## src/rtl/fetch_stage_pkg.sv

```systemverilog
`default_nettype none
// ============================================================================
// Module      : fetch_stage_pkg
// Description : Shared CPU package. Holds the fetch-stage defaults (ROM
//               address width, reset PC, bubble instruction), the fetch
//               action encoding and the ID/EX stage decode constants.
// Revision    : 1.0 - initial release
// ============================================================================
package fetch_stage_pkg;

    // ------------------------------------------------------------------
    // IF stage defaults
    // ------------------------------------------------------------------
    localparam int          C_ADDR_WIDTH = 13;
    localparam logic [31:0] C_RESET_PC   = 32'h0000_0000;
    localparam logic [31:0] C_NOP_INSTR  = 32'h0000_0013;   // addi x0,x0,0

    // One action per cycle, listed from highest to lowest priority.
    typedef enum logic [1:0] {
        ACT_RESET    = 2'd0,
        ACT_REDIRECT = 2'd1,
        ACT_STALL    = 2'd2,
        ACT_ADVANCE  = 2'd3
    } fetch_act_e;

    // ------------------------------------------------------------------
    // ID/EX stage constants (RV32I major opcodes)
    // ------------------------------------------------------------------
    localparam logic [6:0] C_OPC_LUI    = 7'b0110111;
    localparam logic [6:0] C_OPC_AUIPC  = 7'b0010111;
    localparam logic [6:0] C_OPC_JAL    = 7'b1101111;
    localparam logic [6:0] C_OPC_JALR   = 7'b1100111;
    localparam logic [6:0] C_OPC_BRANCH = 7'b1100011;
    localparam logic [6:0] C_OPC_LOAD   = 7'b0000011;
    localparam logic [6:0] C_OPC_STORE  = 7'b0100011;
    localparam logic [6:0] C_OPC_OPIMM  = 7'b0010011;
    localparam logic [6:0] C_OPC_OP     = 7'b0110011;

endpackage : fetch_stage_pkg
`default_nettype wire

```

## src/rtl/fetch_stage_if_id_reg.sv

```systemverilog
`default_nettype none
// ============================================================================
// Module      : if_id_reg
// Description : IF/ID pipeline register with load, hold and bubble controls.
//               Priority: reset, bubble, load, hold.
//   i_clk, i_rst       : clock, synchronous active-high reset
//   i_load             : capture {i_pc, i_pc4, i_instr} as a valid entry
//   i_bubble           : replace entry with NOP_INSTR / valid=0, pc fields held
//   o_pc/o_pc4/o_instr : registered IF/ID fields
//   o_valid            : entry is a real instruction
// Revision    : 1.0 - initial release
// ============================================================================
module if_id_reg
    import fetch_stage_pkg::*;
#(
    parameter logic [31:0] NOP_INSTR = C_NOP_INSTR
) (
    input  logic        i_clk,
    input  logic        i_rst,
    input  logic        i_load,
    input  logic        i_bubble,
    input  logic [31:0] i_pc,
    input  logic [31:0] i_pc4,
    input  logic [31:0] i_instr,
    output logic [31:0] o_pc,
    output logic [31:0] o_pc4,
    output logic [31:0] o_instr,
    output logic        o_valid
);

    logic [31:0] r_pc;
    logic [31:0] r_pc4;
    logic [31:0] r_instr;
    logic        r_valid;

    always_ff @(posedge i_clk) begin
        if (i_rst) begin
            r_pc    <= 32'd0;
            r_pc4   <= 32'd0;
            r_instr <= NOP_INSTR;
            r_valid <= 1'b0;
        end else if (i_bubble) begin
            // pc/pc4 deliberately kept: a bubble carries no address of its own
            r_instr <= NOP_INSTR;
            r_valid <= 1'b0;
        end else if (i_load) begin
            r_pc    <= i_pc;
            r_pc4   <= i_pc4;
            r_instr <= i_instr;
            r_valid <= 1'b1;
        end
    end

    assign o_pc    = r_pc;
    assign o_pc4   = r_pc4;
    assign o_instr = r_instr;
    assign o_valid = r_valid;

endmodule : if_id_reg
`default_nettype wire

```

## src/rtl/fetch_stage.sv

```systemverilog
`default_nettype none
// ============================================================================
// Module      : fetch_stage
// Description : Instruction fetch stage. Owns the PC, drives the ROM address
//               combinationally and captures the ROM word into IF/ID in the
//               same cycle. Handles redirect, stall, misaligned-target pulse
//               and a sticky out-of-ROM fetch fault.
//   i_clk, i_rst               : clock, synchronous active-high reset
//   i_stall                    : hold PC and IF/ID
//   i_redirect, i_redirect_pc  : taken branch/jump from EX
//   o_imem_addr, i_imem_data   : instruction ROM interface
//   o_id_pc/pc4/instr/valid    : IF/ID register outputs
//   o_misalign                 : one-cycle pulse, redirect target bits[1:0]!=0
//   o_fetch_fault              : sticky, fetch beyond the ROM range
// Revision    : 1.0 - initial release
// ============================================================================
module fetch_stage
    import fetch_stage_pkg::*;
#(
    parameter int          ADDR_WIDTH = C_ADDR_WIDTH,
    parameter logic [31:0] RESET_PC   = C_RESET_PC,
    parameter logic [31:0] NOP_INSTR  = C_NOP_INSTR
) (
    input  logic                  i_clk,
    input  logic                  i_rst,
    input  logic                  i_stall,
    input  logic                  i_redirect,
    input  logic [31:0]           i_redirect_pc,
    output logic [ADDR_WIDTH-1:0] o_imem_addr,
    input  logic [31:0]           i_imem_data,
    output logic [31:0]           o_id_pc,
    output logic [31:0]           o_id_pc4,
    output logic [31:0]           o_id_instr,
    output logic                  o_id_valid,
    output logic                  o_misalign,
    output logic                  o_fetch_fault
);

    logic [31:0] r_pc;
    logic        r_misalign;
    logic        r_fault;
    logic [31:0] w_pc4;
    logic        w_out_of_range;
    fetch_act_e  w_act;

    assign w_pc4       = r_pc + 32'd4;
    assign o_imem_addr = r_pc[ADDR_WIDTH-1:0];

    // Any set bit above the ROM window means the fetch misses the ROM.
    generate
        if (ADDR_WIDTH < 32) begin : g_range_check
            assign w_out_of_range = |r_pc[31:ADDR_WIDTH];
        end else begin : g_full_range
            assign w_out_of_range = 1'b0;
        end
    endgenerate

    always_comb begin
        w_act = ACT_ADVANCE;
        if (i_rst) begin
            w_act = ACT_RESET;
        end else if (i_redirect) begin
            w_act = ACT_REDIRECT;   // wins over stall: stalled ID op is wrong-path
        end else if (i_stall) begin
            w_act = ACT_STALL;
        end
    end

    always_ff @(posedge i_clk) begin
        case (w_act)
            ACT_RESET: begin
                r_pc       <= RESET_PC;
                r_misalign <= 1'b0;
                r_fault    <= 1'b0;
            end
            ACT_REDIRECT: begin
                r_pc       <= {i_redirect_pc[31:2], 2'b00};
                r_misalign <= |i_redirect_pc[1:0];
            end
            ACT_STALL: begin
                r_misalign <= 1'b0;
            end
            default: begin
                r_pc       <= w_pc4;
                r_misalign <= 1'b0;
                if (w_out_of_range) begin
                    r_fault <= 1'b1;
                end
            end
        endcase
    end

    if_id_reg #(
        .NOP_INSTR (NOP_INSTR)
    ) u_if_id_reg (
        .i_clk    (i_clk),
        .i_rst    (i_rst),
        .i_load   ((w_act == ACT_ADVANCE) && !w_out_of_range),
        .i_bubble ((w_act == ACT_REDIRECT) || ((w_act == ACT_ADVANCE) && w_out_of_range)),
        .i_pc     (r_pc),
        .i_pc4    (w_pc4),
        .i_instr  (i_imem_data),
        .o_pc     (o_id_pc),
        .o_pc4    (o_id_pc4),
        .o_instr  (o_id_instr),
        .o_valid  (o_id_valid)
    );

    assign o_misalign    = r_misalign;
    assign o_fetch_fault = r_fault;

endmodule : fetch_stage
`default_nettype wire
```

## config.mk

```make
export PLATFORM = sky130hd
export DESIGN_NAME = fetch_stage
export DESIGN_NICKNAME = d
export VERILOG_FILES = /design/src/rtl/fetch_stage_pkg.sv /design/src/rtl/fetch_stage_if_id_reg.sv /design/src/rtl/fetch_stage.sv
export SDC_FILE = /design/constraint.sdc
export NUM_CORES = 1
export LEC_CHECK = 0
export CAP_MARGIN = 20
export CORE_UTILIZATION = 35
export CTS_BUF_LIST = sky130_fd_sc_hd__clkbuf_8
export DETAILED_ROUTE_END_ITERATION = 10
export GPL_ROUTABILITY_DRIVEN = 0
export HOLD_SLACK_MARGIN = 0.08
export PLACE_DENSITY = 0.69
export SLEW_MARGIN = 20
export SYNTH_ARGS = -nofsm -noshare
export SYNTH_HDL_FRONTEND = slang
export SYNTH_HIERARCHICAL = 1
export SYNTH_SLANG_ARGS = --single-unit
```

## constraint.sdc

```tcl
create_clock -name i_clk -period 2.66 [get_ports i_clk]
set_input_delay 0.266 -clock i_clk [delete_from_list [all_inputs] [get_ports i_clk]]
set_output_delay 0.266 -clock i_clk [all_outputs]
set_load 0.005 [all_outputs]
```

==> flow_summary.ini <==
[synthesis]
ys_async_sr_fraction = 0
synth.distinct_cells = 55
ys_ff_latch = 129
synthCells = 665
dominantRegCellSynth = dfxtp_1
yosysSeqAreaShare = 0.433
yosysWarnings = 6
avgSynthCellArea_sq_um = 10.0
synth_edf_count = 31
syn-cell-area_sq_mm = 0.00668

[timing]
finalHoldViolations = 0
final.min_clock_period_ns = 2.53
finalSetupTns_ns = 0
post-route-period-util = 0.951
skew_ns = 0.0182
maxSlewHeadroom = 0.580
holdWs_ns = 0.347
final-setup-viol-count = 0
timing.fmax_ghz = 0.395
rsz0062_at_grt = false
tightest_slew_ns = 0.625
slew_viol_final = 0

[floorplan]
start_util = 0.357
die_w_microns = 140
die_h_microns = 140
num_rows = 50
core_area_sq_mm = 0.0187
io_pins = 180
die_area_sq_mm = 0.0196

[power]
internal-power_uw = 3300
worst_ir_drop_vdd_mv = 0.291
power.share.combinational = 0.110
p_leak_uw = 0.00309
seqPwrFrac = 0.476
p_per_area_mw_per_mm2 = 495
p_switching_uw = 1150
swShare = 0.259
power_uw = 4450
pwr-share-clk = 0.413

[detailed_routing]
firstDrtPassIters = 4
drt_iter0_drc = 286
wl_mm = 18.3
vias = 5521
wire_per_inst_microns = 17.1
antenna_left = 0
via_per_inst = 5.18
drcViolationCount = 0

[global_route]
grt_max_degree = 67
antenna_found_initial = 1
grt_overflow = 0
grt_usage = 0.186
grt_pass1_wl_mm = 28.8
grt_pass1_vias = 5298

[finish]
synthToLayoutAreaGrowth_pct = 34.7
drive_above_1_share = 0.111
nets = 888
diodes = 0
stdcell_count = 1066

[clocking]
cts_made_buffers = 17
cts.sinks = 129
insertion_delay_ns = 0.46
path_clk_slew_ns = 0.09
cts_tree = yes
clk_root_buffer_cell = clkbuf_8
cts-htree-levels = 4
cts_buffer_depth = 2

[min_path]
min_path_type = input port to flop

[place]
io_buffers = 177
dp_hpwl_mm = 12.4
dp.cells = 1034

[critical_path]
critPathArrivalTime_ns = 2.87
required_ns = 3.00
crit_type = flop to flop
crit_path_start_kind = flop
cp_max_fo = 66
worstSetupEndpointType = flop

[run]
drv_cap = 0

[status]
status = finished, final reports clean
## cell families after synthesis
| logic type | after synthesis | share of synthesized area |
|---|---|---|
| buffers and inverters | 80 | 0.0721 |
| multiplexers | 33 | 0.0495 |
| flip-flops | 129 | 0.433 |
| XOR/XNOR | 22 | 0.0288 |
| AND/OR/NAND/NOR | 282 | 0.291 |
| AO/OA/AOI/OAI | 117 | 0.123 |
| other | 1 | 0.000561 |
| adder cells (fa/ha/maj) | 1 | 0.00187 |
## power by group through the flow
stage / combinational, uW / clock [uW] / sequential [uW]
final: 491 / 1840 / 2120
after global routing: 528 / 1970 / 2130
after CTS: 490 / 1890 / 2120
after detailed placement: 486 / 0 / 2170
after global placement: 486 / 0 / 2160
after floorplan: 280 / 0 / 2150
## layout by cell type, fill, tap and decap left out, drive strengths merged, types with 10 or more instances in the layout
cell,synthesis,routed
nand2,28,28
nand3,17,17
xnor2,18,18
nor4,10,10
nor2,42,42
edfxtp,31,31
dfxtp,98,98
buf,45,28
nand2b,73,73
nand4bb,64,64
o21a,13,13
clkbuf,29,18
clkdlybuf4s50,0,176
o21ai,66,66
mux2i,33,33
nand4,16,16
## final timing paths
check / startpoint / endpoint / slack (ns) / cells past startpoint
setup / recovery: r_pc[22] / u_if_id_reg/o_instr[13] / 0.13 / 7
hold / removal: i_rst / u_if_id_reg/o_pc4[23] / 0.35 / 3
setup reg to reg: r_pc[22] / u_if_id_reg/o_instr[13] / 0.13 / 7
hold reg to reg: u_if_id_reg/o_pc[15] / u_if_id_reg/o_pc[15] / 0.47 / 2
## what timing repair did
action / in CTS / in global routing
resized for setup: 0 / 1
hold buffers: 0 / 0
buffers inserted: 0 / 0
endpoints found under the setup margin: 0 / 25
## state kept, by name, indices dropped and copies added, names as in the netlist
| register | count |
|---|---|
| u_if_id_reg/o_instr | 32 |
| u_if_id_reg/o_valid | 1 |
| o_fetch_fault | 1 |
| r_pc | 30 |
| u_if_id_reg/o_pc4 | 32 |
| o_misalign | 1 |
| u_if_id_reg/o_pc | 32 |
## layer usage
layer | global-route usage | up-vias | wire length [microns]
li1 | - | 2716 | -
met1 | 0.242 | 2561 | 8290
met2 | 0.289 | 214 | 8120
met3 | 0.0605 | 28 | 1550
met4 | 0.0659 | 2 | 284
met5 | 0 | - | 16
## cell type report
| class | count | area (sq um) |
|---|---|---|
| clock buffers | 18 | 248 |
| clock inverters | 14 | 178 |
| fillers | 1777 | 9710 |
| inverters | 6 | 22.5 |
| multi-input cells | 461 | 3340 |
| flip-flops and latches | 129 | 2890 |
| well taps | 234 | 293 |
| repair buffers | 204 | 2030 |
## cell usage after synthesis, types with 16 or more instances
library cell	instances	area, sq um
clkbuf_1	28	105
mux2i_1	33	330
nand2_1	28	105
dfxtp_1	98	1960
nand2b_1	73	457
xnor2_1	18	158
o21ai_1	41	205
nor2_1	42	158
nand4_1	16	100
o21ai_2	19	166
edfxtp_1	31	931
nand4bb_1	64	721
nand3_1	17	85.1
## through the flow
stage                     utilization  area [sq um]  setup slack [ns]
after floorplan                     -          6700             0.306
after global placement          0.458          8570             0.197
after detailed placement        0.458          8570             0.128
after CTS                       0.481          8990             0.115
after global routing            0.481          9000           0.00855
final                           0.481          9000             0.130
## worst max-delay path, cell delays in order, from the launching register on
cell	delay, ns
edfxtp_1	0.38
or4_1	0.53
nor4_1	0.31
nand4_1	0.16
nor3_2	0.31
buf_12	0.37
mux2i_1	0.26
nor2_1	0.05
Note: power is estimated with default switching activity, not from simulation.
